--- src/rtl/vga_timing_gen.sv ---
// 640x480@60 VGA raster timing: sync/enable decode plus a pixel request
// window that leads active video by one clock to cover the renderer's output register.
module vga_timing_gen #(
    parameter int unsigned H_SYNC  = 96,
    parameter int unsigned H_BACK  = 48,
    parameter int unsigned H_DISP  = 640,
    parameter int unsigned H_FRONT = 16,
    parameter int unsigned H_TOTAL = 800,
    parameter int unsigned V_SYNC  = 2,
    parameter int unsigned V_BACK  = 33,
    parameter int unsigned V_DISP  = 480,
    parameter int unsigned V_FRONT = 10,
    parameter int unsigned V_TOTAL = 525
) (
    input  logic        vga_clk,
    input  logic        rst,
    input  logic [11:0] pixel_data,
    output logic [9:0]  pixel_xpos,
    output logic [9:0]  pixel_ypos,
    output logic        vga_hs,
    output logic        vga_vs,
    output logic        vga_de,
    output logic [11:0] vga_rgb,
    output logic        frame_start,
    output logic        line_start
);

    localparam int unsigned HA = H_SYNC + H_BACK;
    localparam int unsigned VA = V_SYNC + V_BACK;

    localparam logic [9:0] H_LAST      = 10'(H_TOTAL - 1);
    localparam logic [9:0] V_LAST      = 10'(V_TOTAL - 1);
    localparam logic [9:0] H_SYNC_END  = 10'(H_SYNC);
    localparam logic [9:0] V_SYNC_END  = 10'(V_SYNC);
    localparam logic [9:0] H_ACT_START = 10'(HA);
    localparam logic [9:0] H_ACT_END   = 10'(HA + H_DISP);
    localparam logic [9:0] V_ACT_START = 10'(VA);
    localparam logic [9:0] V_ACT_END   = 10'(VA + V_DISP);
    localparam logic [9:0] H_REQ_START = 10'(HA - 1);
    localparam logic [9:0] H_REQ_END   = 10'(HA + H_DISP - 1);

    // Catch inconsistent timing sets at elaboration rather than in the lab.
    if (H_SYNC + H_BACK + H_DISP + H_FRONT != H_TOTAL) begin : g_h_total_check
        $error("vga_timing_gen: horizontal timing parameters do not sum to H_TOTAL");
    end
    if (V_SYNC + V_BACK + V_DISP + V_FRONT != V_TOTAL) begin : g_v_total_check
        $error("vga_timing_gen: vertical timing parameters do not sum to V_TOTAL");
    end

    logic [9:0] h_cnt;
    logic [9:0] v_cnt;
    logic       h_wrap;
    logic       v_wrap;

    assign h_wrap = (h_cnt == H_LAST);
    assign v_wrap = (v_cnt == V_LAST);

    always_ff @(posedge vga_clk or posedge rst) begin
        if (rst) begin
            h_cnt <= '0;
            v_cnt <= '0;
        end else if (h_wrap) begin
            h_cnt <= '0;
            v_cnt <= v_wrap ? '0 : v_cnt + 10'd1;
        end else begin
            h_cnt <= h_cnt + 10'd1;
        end
    end

    logic h_act;
    logic v_act;
    logic h_req;
    logic req;

    assign h_act = (h_cnt >= H_ACT_START) && (h_cnt < H_ACT_END);
    assign v_act = (v_cnt >= V_ACT_START) && (v_cnt < V_ACT_END);
    assign h_req = (h_cnt >= H_REQ_START) && (h_cnt < H_REQ_END);
    assign req   = h_req && v_act;

    // Reset overrides the decode so the DAC sees blanking with sync deasserted.
    always_comb begin
        vga_hs      = 1'b1;
        vga_vs      = 1'b1;
        vga_de      = 1'b0;
        vga_rgb     = 12'h000;
        pixel_xpos  = '0;
        pixel_ypos  = '0;
        frame_start = 1'b0;
        line_start  = 1'b0;
        if (!rst) begin
            vga_hs      = !(h_cnt < H_SYNC_END);
            vga_vs      = !(v_cnt < V_SYNC_END);
            vga_de      = h_act && v_act;
            vga_rgb     = (h_act && v_act) ? pixel_data : 12'h000;
            line_start  = (h_cnt == '0);
            frame_start = (h_cnt == '0) && (v_cnt == '0);
            if (req) begin
                pixel_xpos = h_cnt - H_REQ_START;
                pixel_ypos = v_cnt - V_ACT_START;
            end
        end
    end

endmodule

--- config.mk ---
export PLATFORM = sky130hd
export DESIGN_NAME = vga_timing_gen
export DESIGN_NICKNAME = d
export VERILOG_FILES = /design/src/rtl/vga_timing_gen.sv
export SDC_FILE = /design/constraint.sdc
export NUM_CORES = 1
export LEC_CHECK = 0
export CAP_MARGIN = 0
export CELL_PAD_IN_SITES_DETAIL_PLACEMENT = 0
export CELL_PAD_IN_SITES_GLOBAL_PLACEMENT = 1
export CORE_MARGIN = 4
export CORE_UTILIZATION = 34
export DETAILED_ROUTE_END_ITERATION = 7
export HOLD_SLACK_MARGIN = 0.15
export PLACE_DENSITY_LB_ADDON = 0.1
export SLEW_MARGIN = 20
export SYNTH_ARGS = -nofsm -noshare
export SYNTH_HDL_FRONTEND = slang
export SYNTH_SLANG_ARGS = --single-unit
--- constraint.sdc ---
create_clock -name vga_clk -period 2.3 [get_ports vga_clk]
set_input_delay 0.345 -clock vga_clk [delete_from_list [all_inputs] [get_ports vga_clk]]
set_output_delay 0.345 -clock vga_clk [all_outputs]
set_load 0.1 [all_outputs]
After elaboration in Yosys (flattened, before gate mapping):

Cells that the tools add are included.

* divide/modulo/power cells: 0
* bitwise gates (word level): 0
* reduce and logical (&&, ||, !) cells: 10
* $mul: 0
* order comparisons: 8
* shifts and indexed selects: 0
* add/subtract/negate cells: 4
* muxes and demuxes: 13
* equal/unequal tests: 2

Operator list (count)
* $mux W10: 6
* $lt A10 B10 Y1 const B: 3
* $mux W12: 2
* $add A10 B1 Y10 const B: 2
* $eq A10 B10 Y1 const B: 2
* $ge A10 B8 Y1 const B: 2
* $logic_not A10 Y1: 2
* $ge A10 B6 Y1 const B: 1
* $lt A10 B2 Y1 const B: 1
* $lt A10 B7 Y1 const B: 1
* $sub A10 B6 Y10 const B: 1
* $sub A10 B8 Y10 const B: 1
* $logic_and A1 B1 Y1: 6
* $mux W1: 5
* $logic_not A1 Y1: 2

* latch bits: 0
* RAM bits: 0
* register bits: 20
* word-level logic and storage cells: 39
* ROM bits: 0
* memories kept: 0

Longest topological paths before layout:

Gate-level depths: netlist (run 1).

* depth in word-level cells: 5
* mapped depth: 7
* gate-level depth less buffers: 6

Worst setup path before layout (run 1):

No wires, ideal clock.

* path type: register to output
* start point: reg v_cnt[0]
* end point: out pixel_xpos[6]
* path buffers: 2
* cell stages (with the launch flop): 8
* data arrival time: 3.752 ns
* setup slack: -1.797 ns
* cell sequence: dfrtp_1 -> ha_1 -> clkbuf_1 -> nor4_1 -> and4b_1 -> o21ai_1 -> buf_2 -> a211oi_1

* word-level cells in the longest chain between the ends: 5
* elaborated cells on any way between the ends: 6

Ends and longest elaborated chain
* from (decl): line 51 `logic [9:0] v_cnt;`
* from (signal assigned): line 64 `v_cnt <= v_wrap ? '0 : v_cnt + 10'd1;`
* $ge A10 B6 Y1 / $lt A10 B10 Y1 (equally long branches): line 76 `assign v_act = (v_cnt >= V_ACT_START) && (v_cnt < V_ACT_END);`
* $logic_and A1 B1 Y1 *: line 76
* $logic_and A1 B1 Y1 *: line 78 `assign req = h_req && v_act;`
* $mux W10 *: line 97 `if (req) begin`
* $mux W10 *: line 90 `if (!rst) begin`
* to (decl): line 18 `output logic [9:0] pixel_xpos,`

Mark *: on every way between the ends. The rest lies on a longest branch, timed or not.

Final worst setup path (run 1):

* start point: reg h_cnt[5]
* end point: out pixel_xpos[9]

* word-level cells in the longest chain between the ends: 5
* elaborated cells on any way between the ends: 7

Ends and longest elaborated chain
* from (decl): line 50 `logic [9:0] h_cnt;`
* from (signal assigned): line 66 `h_cnt <= h_cnt + 10'd1;`
* $ge A10 B8 Y1 / $lt A10 B10 Y1 (equally long branches): line 77 `assign h_req = (h_cnt >= H_REQ_START) && (h_cnt < H_REQ_END);`
* $logic_and A1 B1 Y1: line 77
* $logic_and A1 B1 Y1: line 78
* $mux W10 *: line 97
* $mux W10 *: line 90

Marks and branches as above.

==> impl_metrics.env, run 1 <==
export IMPL_die_w_um=77.5
export IMPL_synth_seq_area_share_pct=30.5
export IMPL_drt_first_pass_iters=4
export IMPL_grt_usage_pct=19.8
export IMPL_setup_ws_ps=-193
export IMPL_synth_area_um2=1640
export IMPL_grt_pass1_vias=1957
export IMPL_setup_viol=33
export IMPL_cp_startpoint="h_cnt[5]"
export IMPL_syn_area_per_cell_um2=8.09
export IMPL_hp_start="v_cnt[6]"
export IMPL_critPathMaxFanout=3
export IMPL_fin_tns_setup_ps=-5150
export IMPL_hp_class="flip-flop to flip-flop"
export IMPL_drc=0
export IMPL_syn_num_nets=221
export IMPL_routedWlPerCell_um=16.9
export IMPL_cts_root_buf="clkbuf_8"
export IMPL_ios=51
export IMPL_r2r_start="h_cnt[1]"
export IMPL_utilization_pct=73.0
export IMPL_cts_hold_buf=0
export IMPL_fin_cells=341
export IMPL_leakage_nw=1.48
export IMPL_start_kind="flip-flop"
export IMPL_r2r_cells=5
export IMPL_violations="setup timing"
export IMPL_vias=1856
export IMPL_synthMostInstantiatedCell="nor3_1"
export IMPL_r2r_slack_ps=350
export IMPL_drt_initial_drc_count=57
export IMPL_synth_ff_type="dfrtp_1"
export IMPL_status="finished with violations"
export IMPL_tightest_slew_ps=414
export IMPL_initial_core_util_pct=35.0
export IMPL_cts_tree="yes"
export IMPL_clock_latency_ps=260
export IMPL_hold_viol=0
export IMPL_cts_sinks=20
export IMPL_fmax_mhz=401
export IMPL_r2r_end="v_cnt[9]"
export IMPL_overflow=0
export IMPL_worstHoldEndpoint="v_cnt[6]"
export IMPL_power_density_nw_per_um2=226
export IMPL_placementRows=25
export IMPL_fill_cells=320
export IMPL_grt_max_degree=21
export IMPL_dp_cells=324
export IMPL_ant_nets=0
export IMPL_dieArea_um2=6000
export IMPL_antenna_found_initial=0
export IMPL_synth_largest_area_cell="dfrtp_1"
export IMPL_min_period_ps=2490
export IMPL_drive_gt1_share_pct=52.6
export IMPL_timing_final_crit_share_pct=108
export IMPL_coreArea_um2=4690
export IMPL_ys_warn_count=0
export IMPL_synth_edff_count=0
export IMPL_crit_arrival_ps=2150
export IMPL_h_tree_depth=1
export IMPL_synth_area_top_cells="dfrtp_1 (30%), nor3_1 (6.7%), xnor2_1 (6.4%)"
export IMPL_netlist_area_leader_share_pct=30.5
export IMPL_hpwl_um=4200
export IMPL_ir_drop_mv=0.253
export IMPL_fin_skew_ps=7.91
export IMPL_critical_path_required_ps=1960
export IMPL_dieHeight_um=77.5
export IMPL_synthDistinctLibCells=44
export IMPL_ys_ff_latch=20
export IMPL_place_congestion=0.858
export IMPL_area_growth_pct=109
export IMPL_drv_slew=0
export IMPL_pre_cts_ws_ps=-55.5
export IMPL_ys_top_cells_by_count="nor3_1 (22), dfrtp_1 (20), and2_1 (12), nand2_1 (12), xnor2_1 (12)"
export IMPL_cap_violations=0
export IMPL_synthArstFlopShare_pct=100
export IMPL_num_nets_final=306
export IMPL_synthCells=203
export IMPL_whs_path_depth=2
export IMPL_max_slew_margin_pct=72.2
export IMPL_rsz0062_at_grt="yes"
export IMPL_routed_wl_um=5750
export IMPL_clockBufferDepth=2
export IMPL_port_buffers=50
export IMPL_grt_pass1_wl_um=9630
export IMPL_critPathKind="flip-flop to output port"
export IMPL_cts_buffers=3
export IMPL_vias_per_cell=5.44
export IMPL_n_antenna_cell=0
export IMPL_clkSlewWorstSetupHoldPaths_ps=80
export IMPL_end_kind="output port"
[cells in the final DEF (no fill, tap or decap), types with 3 or more instances in the layout]
master / count
xor2_1: 7
or3_1: 3
buf_4: 40
clkbuf_8: 3
buf_12: 40
nand2_1: 11
inv_1: 10
nor3_1: 6
dfrtp_1: 16
and2_4: 12
and3_1: 4
nor3_4: 16
clkdlybuf4s50_1: 13
xnor2_1: 12
nand3_1: 10
nand4_1: 3
o21ai_0: 11
dfrtp_2: 4
buf_6: 4
a21oi_1: 4
nor2_1: 9
and4_1: 4
[cell type report]
| type | count | area, um^2 | area share, % |
|---|---|---|---|
| Clock buffer | 3 | 41.3 | 1.20 |
| Inverter | 10 | 37.5 | 1.10 |
| Multi-Input combinational cell | 155 | 1440 | 42.1 |
| Clock inverter | 1 | 30.0 | 0.876 |
| Sequential cell | 20 | 505 | 14.7 |
| Tap cell | 54 | 67.6 | 1.97 |
| Timing Repair Buffer | 98 | 1300 | 38.0 |
[metrics by stage]
| stage | cell area (um^2) | hold slack (ps) | power, mW |
|---|---|---|---|
| floorplan | 1950 | 309 | 0.380 |
| global placement | 3100 | 562 | 0.419 |
| detailed placement | 3100 | 570 | 0.419 |
| CTS | 3320 | 588 | 0.779 |
| global route | 3430 | 631 | 0.801 |
| finish | 3430 | 619 | 0.774 |
[worst max-delay path, cell delays in order (launching register included)]
cell and delay, ps:
dfrtp_1 410, buf_6 130, or3_4 360, o21a_1 190, or3_4 340, a211oi_4 240, buf_12 210
[how the worst max path moves through the flow]
| stage | endpoint | depth (start not counted) |
|---|---|---|
| after floorplan | pixel_xpos[7] | 6 |
| after global placement | pixel_xpos[4] | 8 |
| after detailed placement | vga_rgb[1] | 5 |
| after CTS | pixel_xpos[9] | 6 |
| after global routing | pixel_xpos[9] | 6 |
| final | pixel_xpos[9] | 6 |
[metal layers]
layer / part of all wire, % / GRT usage (%)
met2: 50 / 34.1
met1: 44 / 24.7
met5: 0 / 0
met4: 1.4 / 5.34
met3: 5.4 / 4.76
[logic make-up (layout without fill, tap and decap cells)]
group / count (synthesis) / count (layout) / synth area share, %
simple gates: 97 / 97 / 34.4
flops: 20 / 20 / 30.5
buf+inv: 29 / 112 / 8.00
fa+ha+maj: 4 / 4 / 3.05
compound gates: 34 / 35 / 13.9
xor+xnor: 19 / 19 / 10.1
[registers in the layout, summed over array words and instances (netlist names)]
signal,count
h_cnt,10
v_cnt,10
[what timing repair did]
item	CTS	global route
gates cloned	1	1
buffers inserted	7	4
endpoints found under the setup margin	34	34
pin swaps	5	13
resized for setup	21	14
[power by group]
group / total [mW] / leakage (nW) / internal, mW / switching (mW)
clock: 0.359 / 0.0357 / 0.232 / 0.126
combinational: 0.0644 / 1.19 / 0.0328 / 0.0316
sequential: 0.351 / 0.258 / 0.351 / 0
Power figures use the tool's default switching activity.
==> run 2: changes to the inputs <==
Settings changed: ABC_CLOCK_PERIOD_IN_PS set to 2300, TNS_END_PERCENT set to 30.
==> run 2 against run 1 <==
The run still ends with setup timing left. Clock-buffer cell count unchanged. Worst hold slack got worse by 250 ps. Sequential power about the same. Global-route usage decreased by 0.61 points. Maximum frequency decreased by 0.15%. Combinational power decreased by 2%. Core utilization decreased by 0.67 points. Clock power about the same. Power increased by 0.24%. Die area unchanged. Critical path type unchanged. Highest routed layer unchanged.
==> impl_metrics.env, run 2 (same netlist as run 1, synthesis figures left out) <==
export IMPL_antenna_found_initial=0
export IMPL_final_cell_mix="buf_4 (40), buf_12 (39), dfrtp_1 (18)"
export IMPL_cts_hold_buf=0
export IMPL_r2r_slack_ps=350
export IMPL_holdWs_ps=373
export IMPL_cts_tree="yes"
export IMPL_grt_pass1_vias=1856
export IMPL_status="finished with violations"
export IMPL_start_kind="flip-flop"
export IMPL_drt_initial_drc_count=71
export IMPL_drt_first_pass_iters=5
export IMPL_num_nets_final=304
export IMPL_grt_usage_pct=19.2
export IMPL_drive_gt1_share_pct=50.5
export IMPL_hold_viol=0
export IMPL_timing_final_crit_share_pct=109
export IMPL_n_antenna_cell=0
export IMPL_tightest_slew_ps=483
export IMPL_finalPower_mw=0.776
export IMPL_vias_per_cell=5.41
export IMPL_die_w_um=77.5
export IMPL_grt_pass1_wl_um=9390
export IMPL_cts_root_buf="clkbuf_8"
export IMPL_grt_max_degree=21
export IMPL_drc=0
export IMPL_setup_viol=34
export IMPL_clkSlewWorstSetupHoldPaths_ps=80
export IMPL_end_kind="output port"
export IMPL_critPathMaxFanout=4
export IMPL_drv_slew=0
export IMPL_cts_sinks=20
export IMPL_final_common_cell="buf_4"
export IMPL_dieHeight_um=77.5
export IMPL_port_buffers=50
export IMPL_cap_violations=0
export IMPL_place_congestion=0.863
export IMPL_power_density_nw_per_um2=229
export IMPL_cts_buffers=3
export IMPL_h_tree_depth=1
export IMPL_hp_class="primary input to asynchronous set/reset pin"
export IMPL_initial_core_util_pct=35.0
export IMPL_max_slew_margin_pct=67.6
export IMPL_routed_wl_um=5800
export IMPL_critical_path_required_ps=1960
export IMPL_placementRows=25
export IMPL_top_regs="h_cnt x10, v_cnt x10"
export IMPL_clock_latency_ps=270
export IMPL_overflow=0
export IMPL_ios=51
export IMPL_violations="setup timing"
export IMPL_critPathKind="flip-flop to output port"
export IMPL_routedWlPerCell_um=17.1
export IMPL_coreArea_um2=4690
export IMPL_ant_nets=0
export IMPL_ir_drop_mv=0.188
export IMPL_rsz0062_at_grt="yes"
export IMPL_dieArea_um2=6000
export IMPL_hpwl_um=4330
export IMPL_setup_ws_ps=-196
export IMPL_crit_arrival_ps=2150
export IMPL_min_period_ps=2500
export IMPL_area_growth_pct=107
export IMPL_leakage_nw=1.47
export IMPL_fmax_mhz=401
export IMPL_vias=1833
export IMPL_clockBufferDepth=2
export IMPL_fin_skew_ps=6.38
## run 2: worst paths after layout
kind | from | endpoint | depth (start not counted)
hold reg to reg | v_cnt[8] | v_cnt[8] | 2
setup reg to reg | h_cnt[1] | v_cnt[6] | 5
max in group asynchronous | rst | v_cnt[2] | 4
min in group vga_clk | v_cnt[8] | v_cnt[8] | 2
setup / recovery | h_cnt[6] | pixel_xpos[9] | 5
hold / removal | rst | v_cnt[4] | 4
## run 2: through the flow
stage	instances	setup TNS, ps	worst slack [ps]	area (um^2)	util, %
after floorplan	203	-11680	-465	1910	-
after global placement	327	-1630	-128	3080	65.6
after detailed placement	327	-1940	-96.8	3080	65.6
after CTS	331	-5690	-225	3240	69.0
after global routing	339	-8120	-288	3400	72.4
final	339	-4760	-196	3400	72.4
## run 2: worst max-delay path, cell delays in order (launching register included)
cell,delay (ps)
dfrtp_1,420
or3_4,410
o21a_1,220
or3_1,360
a211oi_4,270
buf_12,210
## run 2: per-layer routing
metal	up-vias	GRT usage, %	wire length [um]	part of all wire (%)
met4	0	4.98	57	0.98
met2	35	34.7	3260	56
met5	-	0	0	0
li1	885	-	-	-
met3	6	3.02	137	2.4
met1	907	23.6	2340	40
## run 2: final cells by class
cell class	count	area, um^2
fill	344	1300
multi-input combinational	154	1430
inverter	10	37.5
timing repair buffer	97	1290
sequential	20	503
clock inverter	1	30.0
tap	54	67.6
clock buffer	3	41.3
## run 2: power breakdown
part	total (mW)	switching, mW	leakage [nW]	internal (mW)
clock	0.362	0.129	0.0357	0.233
combinational	0.0632	0.0302	1.17	0.0330
sequential	0.351	0	0.262	0.351
total	0.776	0.159	1.47	0.617
## run 2: what timing repair did
item	in CTS	in global routing
endpoints found under the setup margin	34	35
resized for setup	19	15
buffers inserted	0	7
cloned	0	1
pin swaps	11	5
